==> config.mk <==
export PLATFORM = sky130hd
export DESIGN_NAME = led_output_port
export DESIGN_NICKNAME = d
export VERILOG_FILES = /design/src/rtl/led_port_pkg.sv /design/src/rtl/blink_timer.sv /design/src/rtl/led_output_port.sv
export SDC_FILE = /design/constraint.sdc
export NUM_CORES = 1
export LEC_CHECK = 0
export BUFFER_PORTS_ARGS = -buffer_cell sky130_fd_sc_hd__buf_2
export CAP_MARGIN = 20
export CORE_MARGIN = 2
export CORE_UTILIZATION = 45
export DETAILED_ROUTE_END_ITERATION = 8
export PLACE_DENSITY = 0.63
export SLEW_MARGIN = 20
export SYNTH_ARGS = -nofsm -noshare
export SYNTH_HDL_FRONTEND = slang
export SYNTH_SLANG_ARGS = --single-unit
==> constraint.sdc <==
create_clock -name clk -period 3.75 [get_ports clk]
set_input_delay 0.1875 -clock clk [delete_from_list [all_inputs] [get_ports clk]]
set_output_delay 0.1875 -clock clk [all_outputs]
set_load 0.02 [all_outputs]
==> src/rtl/led_port_pkg.sv <==
// rtl/led_port_pkg.sv - shared register map and status helpers for the LED output port
//
// Purpose : address constants, status bit positions and the status-word
//           builder shared by led_output_port and its bench.
// Contents: ADDR_DATA/ADDR_MASK/ADDR_PERIOD/ADDR_TOGGLE, STAT_PHASE/STAT_EN,
//           status_word(en, phase).
package led_port_pkg;

   localparam logic [1:0] ADDR_DATA   = 2'd0;
   localparam logic [1:0] ADDR_MASK   = 2'd1;
   localparam logic [1:0] ADDR_PERIOD = 2'd2;
   localparam logic [1:0] ADDR_TOGGLE = 2'd3;

   localparam int STAT_PHASE = 0;
   localparam int STAT_EN    = 1;

   // Status word returned by a read of the toggle address.
   function automatic logic [31:0] status_word(input logic en, input logic phase);
      logic [31:0] s;
      s             = '0;
      s[STAT_EN]    = en;
      s[STAT_PHASE] = phase;
      return s;
   endfunction

endpackage

==> src/rtl/blink_timer.sv <==
// rtl/blink_timer.sv - prescaler plus half-period counter producing the blink phase
//
// Purpose : divides clk by TICK_DIV into ticks, counts `period` ticks per
//           half-cycle and toggles `phase` at each half-cycle boundary.
// Ports   : clk      - system clock
//           reset_n  - asynchronous active-low reset
//           period   - ticks per half-cycle (0 = disabled)
//           restart  - clears counters and sets phase=1 (period rewrite)
//           enable   - blink running (period != 0)
//           phase    - current blink phase, 1 = LEDs lit
module blink_timer #(
   parameter int PW       = 15,
   parameter int TICK_DIV = 50000
) (
   input  logic        clk,
   input  logic        reset_n,
   input  logic [PW:0] period,
   input  logic        restart,
   input  logic        enable,
   output logic        phase
);

   localparam int             PSW      = $clog2(TICK_DIV);
   localparam logic [PSW-1:0] PRE_LAST = PSW'(TICK_DIV - 1);

   logic [PSW-1:0] prescaler;
   logic [PW:0]    half_cnt;   // PW+1 bits so the largest period never wraps
   logic           tick;

   assign tick = enable && (prescaler == PRE_LAST);

   always_ff @(posedge clk or negedge reset_n) begin
      if (!reset_n) begin
         prescaler <= '0;
         half_cnt  <= '0;
         phase     <= 1'b1;
      end else if (restart || !enable) begin
         // A period write beats a coincident tick; a disabled timer idles lit.
         prescaler <= '0;
         half_cnt  <= '0;
         phase     <= 1'b1;
      end else begin
         prescaler <= tick ? '0 : prescaler + 1'b1;
         if (tick) begin
            if (half_cnt == period - 1'b1) begin
               half_cnt <= '0;
               phase    <= ~phase;
            end else begin
               half_cnt <= half_cnt + 1'b1;
            end
         end
      end
   end

endmodule

==> src/rtl/led_output_port.sv <==
// rtl/led_output_port.sv - Avalon-MM LED output port with toggle and blink
//
// Purpose : level register, write-1-to-toggle, per-bit blink mask and a
//           programmable blink generator driving the board LEDs.
// Ports   : clk, reset_n           - clock, asynchronous active-low reset
//           address, byteenable    - register select, write byte lanes
//           chipselect, read, write, writedata - bus request
//           readdata               - read data, valid one cycle after the strobe
//           LEDR                   - registered LED drive, active-high
module led_output_port
   import led_port_pkg::*;
#(
   parameter int DW       = 7,
   parameter int TICK_DIV = 50000,
   parameter int PW       = 15
) (
   input  logic        clk,
   input  logic        reset_n,
   input  logic [1:0]  address,
   input  logic [3:0]  byteenable,
   input  logic        chipselect,
   input  logic        read,
   input  logic        write,
   input  logic [31:0] writedata,
   output logic [31:0] readdata,
   output logic [DW:0] LEDR
);

   logic [DW:0]  data;
   logic [DW:0]  mask;
   logic [PW:0]  period;
   logic         phase;
   logic         wr_stb;
   logic         rd_stb;
   logic         restart;
   logic         enable;
   logic [31:0]  lane_bits;
   logic         unused_ok;

   assign wr_stb  = chipselect & write;
   assign rd_stb  = chipselect & read;
   assign restart = wr_stb && (address == ADDR_PERIOD);
   assign enable  = |period;

   // Byte enables expanded to one bit per data bit.
   assign lane_bits = {{8{byteenable[3]}}, {8{byteenable[2]}},
                       {8{byteenable[1]}}, {8{byteenable[0]}}};

   // Bits of the bus beyond the register widths are deliberately dropped.
   assign unused_ok = &{1'b0, writedata, lane_bits};

   always_ff @(posedge clk or negedge reset_n) begin
      if (!reset_n) begin
         data   <= '0;
         mask   <= '0;
         period <= '0;
      end else if (wr_stb) begin
         case (address)
            ADDR_DATA:   data   <= (data & ~lane_bits[DW:0]) | (writedata[DW:0] & lane_bits[DW:0]);
            ADDR_MASK:   mask   <= (mask & ~lane_bits[DW:0]) | (writedata[DW:0] & lane_bits[DW:0]);
            ADDR_PERIOD: period <= (period & ~lane_bits[PW:0]) | (writedata[PW:0] & lane_bits[PW:0]);
            default:     data   <= data ^ writedata[DW:0];   // toggle ignores byteenable
         endcase
      end
   end

   always_ff @(posedge clk or negedge reset_n) begin
      if (!reset_n) begin
         readdata <= '0;
      end else if (rd_stb) begin
         case (address)
            ADDR_DATA:   readdata <= 32'(data);
            ADDR_MASK:   readdata <= 32'(mask);
            ADDR_PERIOD: readdata <= 32'(period);
            default:     readdata <= status_word(enable, phase);
         endcase
      end
   end

   blink_timer #(
      .PW       (PW),
      .TICK_DIV (TICK_DIV)
   ) u_blink_timer (
      .clk     (clk),
      .reset_n (reset_n),
      .period  (period),
      .restart (restart),
      .enable  (enable),
      .phase   (phase)
   );

   // Masked bits go dark during the off half of the blink.
   always_ff @(posedge clk or negedge reset_n) begin
      if (!reset_n) begin
         LEDR <= '0;
      end else begin
         LEDR <= data & ~(mask & {(DW + 1){~phase}});
      end
   end

endmodule
Word-level counts from Yosys, hierarchy flattened:

Cells that the tools add are included.

* register bits: 105
* word-level logic and storage cells: 56

* muxes and demuxes: 10
* bitwise logic cells: 18
* add/subtract/negate cells: 3
* reduce and logical (&&, ||, !) cells: 13
* eq/ne operators: 4

Operators with widths (count)
* 16-bit 2-to-1 mux: 5
* 16-bit case mux with 3 select lines: 1
* 8-bit bitwise AND: 5
* 16-bit by 1-bit adder with 16-bit output (second input constant): 2
* 16-bit bitwise AND: 2
* 16-bit == test: 1
* 16-bit == test (second input constant): 1
* 16-bit NOT: 1
* 8-bit NOT: 2
* 16-bit bitwise OR: 1
* 8-bit bitwise OR: 2
* 8-bit case mux with 2 select lines: 1
* 16-bit OR reduction: 1
* 16-bit by 1-bit subtractor with 16-bit output (second input constant): 1
* 2-bit AND reduction: 4
* 8-bit bitwise XOR: 1
* 2-bit nonzero test: 2
* 1-bit 2-to-1 mux: 3
* 1-bit bitwise AND: 2
* 2-bit by 1-bit == test with 1-bit output (second input constant): 1
* 2-bit == test (second input constant): 1
* 1-bit logical AND: 2
* 2-bit logical NOT: 1
* 1-bit NOT: 2
* 3 further kinds: 3

Logic depth before layout (Yosys ltp):

* word-level depth: 5
* mapped depth: 11
* depth with buffers taken out: 9

Cells and area by module:

Synthesis repeated with hierarchy kept, for this count alone.

* cell total of the unflattened synthesis: 489
* area, all modules: 4838.4 sq um

By module, submodules not included
* led_output_port: area each 2626.3 sq um, cells an instance 237, times used 1, sequential area each 1401.3 sq um
* blink_timer: area each 2212.1 sq um, cells an instance 252, times used 1, sequential area each 827.0 sq um

Worst setup path before layout:

No wires, ideal clock.

* path kind: reg2reg
* from: reg with a tool-made name
* to: reg u_blink_timer.half_cnt[11]
* data arrival time: 2.469 ns
* library setup time: 0.131 ns
* path buffers: 2
* period minus slack after synthesis: 2.600 ns
* required time: 3.619 ns
* cell stages (with the launch flop): 11
* setup slack: 1.150 ns
* path through: dfrtp_1 inv_1 ha_1 or4b_4 buf_6 a221o_1 a2111oi_4 nand4_2 buf_2 nand4_1 o211ai_1

RTL lines
* end signal: assignment: line blink_timer.sv:49 `half_cnt <= half_cnt + 1'b1;`
* end: declaration: line blink_timer.sv:27 `logic [PW:0] half_cnt;`

==> impl_metrics.toml <==
[clock_network]
clock_latency_ns = 0.36
cts_resized = 0
cts.htree.levels = 3
post_cts_buffers = 0
root_buffer = "clkbuf_8"
cts_inserted_buffers = 9
holdBufCountCts = 1
cts.sinks = 89
clkTransAtPathRegs_ns = 0.08
cts_tree = "yes"
clockBufferDepth = 2

[hold_path]
whs_path_depth = 2
min_path_type = "in2reg"
min-delay-start = "writedata[14]"

[die]
dieHeight_um = 108
num_rows = 37
die_w_um = 108
io_pins = 83
start_util = 0.467
core_area_mm2 = 0.0104
floorplan.die_area_mm2 = 0.0117

[worst_setup_path]
critPathArrivalTime_ns = 3.31
end_kind = "register"
path_class = "reg2reg"
worst-path-max-fanout = 13
cp-start-kind = "register"
cp.required_ns = 4.05
reg2reg_slack_ns = 0.74
crit_slowest_cell = "or4b_4"
r2r_cells = 8
worst_r2r_endpoint = "u_blink_timer.phase$_DFFE_PN1P_"
crit_chain = "inv_1 -> ha_1 -> or4b_4 -> a221o_1 -> a2111oi_4 -> nand4_2 -> or3_1 -> nand3_1"
max_stage_delay_ns = 0.55

[cells_and_area]
nets = 603
nFillCells = 970
syn_to_final_growth_pct = 9.68
diodes = 0
fin_util = 0.512
seqCellArea_mm2 = 0.00223
multi_input_area_mm2 = 0.00240
drive_gt1_frac = 0.188

[detailed_routing]
wl_um = 10900
firstDrtPassIters = 5
wl_per_cell_um = 15.7
antenna_violating_nets_post_route = 0
first_iter_violations = 222
via_per_inst = 5.64
drc = 0
vias = 3911

[place]
io_buffers = 48
hpwl_um = 7690
dp_slack_ns = 0.767
globalplace.congestion = 0.875

[yosys]
yosysSeqAreaShare = 0.458
synth_top_flop_cell = "dfrtp_1"
synth_common_cells = "dfrtp_1 (88), nand2_1 (78), o21ai_0 (42), nor2_1 (33), mux2_2 (24)"
synth_top_area_share = 0.453
yosys.area_share.simple = 0.198
avgSynthCellArea_um2 = 9.46
synth_edf_count = 0
muxShareOfSynthArea = 0.0556
synth-xor-area-share = 0.0558
synth-compound-area-share = 0.155
synth_most_common_cell = "dfrtp_1"
ys_seq_elements = 89
yosysWarningCount = 0
synth_top_family_by_area = "simple AND/OR/NAND/NOR gates"
synth_fa_ha_area_frac = 0.0180
synthCells = 514
yosysTopAreaCell = "dfrtp_1"
synth_top_cells_by_area = "dfrtp_1 (45%), nand2_1 (6.0%), mux2_2 (5.6%), o21ai_0 (4.3%), xor2_1 (3.1%)"
ys_types = 57
synthesis.area_mm2 = 0.00486
ys_async_sr_fraction = 1.00

[sta]
slew_viol_final = 0
fin_crit_ns = 3.01
slew_headroom = 0.299
rsz0062_at_grt = "false"
fmax_ghz = 0.333
tightest_slew_ns = 1.04
finalCritPeriodShare = 0.802
timing.final.ws_setup_ns = 0.744
whs_ns = 0.0641
final_hold_viol_count = 0
finalSetupViolCount = 0
skew_ns = 0.0129
fin_setup_tns_ns = 0

[power]
leakage_nw = 2.40
peakVddDrop_uv = 251
p_total_w = 0.00270
power_density_mw_per_mm2 = 506

[global_route]
grtUsageTotal = 0.201
grt_pass1_vias = 3662
antenna_found_initial = 0
grt_max_degree = 66
grt_first_pass_wirelength_um = 18400
gr-total-overflow = 0

[status]
status = "finished, final reports clean"

[job]
max_cap_violations = 0
-- through the flow --
stage / std cells / cell area [um2]
finish: 694 / 5330
detailed placement: 677 / 5140
global placement: 677 / 5140
CTS: 694 / 5330
global route: 694 / 5330
floorplan: 529 / 4920
-- worst max path at each step --
| stage | start | endpoint | slack, ns | cells past startpoint |
|---|---|---|---|---|
| final | register | u_blink_timer.phase$_DFFE_PN1P_ | 0.74 | 8 |
| after global routing | register | u_blink_timer.phase$_DFFE_PN1P_ | 0.53 | 9 |
| after CTS | register | u_blink_timer.phase$_DFFE_PN1P_ | 0.74 | 8 |
| after detailed placement | register | u_blink_timer.phase$_DFFE_PN1P_ | 0.77 | 8 |
| after global placement | register | u_blink_timer.phase$_DFFE_PN1P_ | 0.82 | 8 |
| after floorplan | register | u_blink_timer.half_cnt[11]$_DFFE_PN0P_ | 1.15 | 10 |
-- cell type report --
| cell class | instances | share of cell area |
|---|---|---|
| timing repair buffer | 54 | 0.0544 |
| sequential | 89 | 0.418 |
| clock inverter | 6 | 0.0110 |
| clock buffer | 10 | 0.0239 |
| multi-input combinational | 385 | 0.451 |
| inverter | 14 | 0.00985 |
| tap | 136 | 0.0319 |
-- layer usage --
metal	vias to the layer above	wire length, um	track usage
met3	12	590	0.0398
met2	143	4890	0.297
met1	1865	5260	0.297
met5	-	0	0
met4	0	166	0.0668
li1	1891	-	-
-- critical path: cells and delay by family (launching register included) --
| kind | cells | cell delay (ns) |
|---|---|---|
| AO/OA/AOI/OAI | 2 | 0.73 |
| AND/OR/NAND/NOR | 4 | 1.45 |
| buffers and inverters | 1 | 0.08 |
| adder cells (fa/ha/maj) | 1 | 0.24 |
| flip-flops | 1 | 0.45 |
-- logic make-up (layout without fill, tap and decap cells) --
group                    count (synthesis)  in the layout
flip-flops                              89             89
adder cells (fa/ha/maj)                  7              7
buffers and inverters                   55             84
AND/OR/NAND/NOR                        196            196
other                                    1             16
XOR/XNOR                                31             31
multiplexers                            24             24
AO/OA/AOI/OAI                          111            111
-- where the power goes --
part,switching [W],total [W],internal (W),leakage [nW]
Sequential,0.000189,0.00134,0.00115,1.14
Combinational,0.000403,0.000714,0.000311,1.16
Clock,0.000338,0.000643,0.000305,0.0998
Total,0.000930,0.00270,0.00177,2.40
-- cell usage in the layout (no fill, tap or decap), types with 12 or more instances in the layout --
master	instances
inv_1	14
nand4_1	15
nor3_1	12
nand2_1	78
xor2_1	17
and3_1	12
dfrtp_1	88
o21ai_0	42
conb_1	16
nor2_1	33
xnor2_1	14
nand3_1	15
mux2_2	24
buf_2	47
Power figures use the tool's default switching activity.
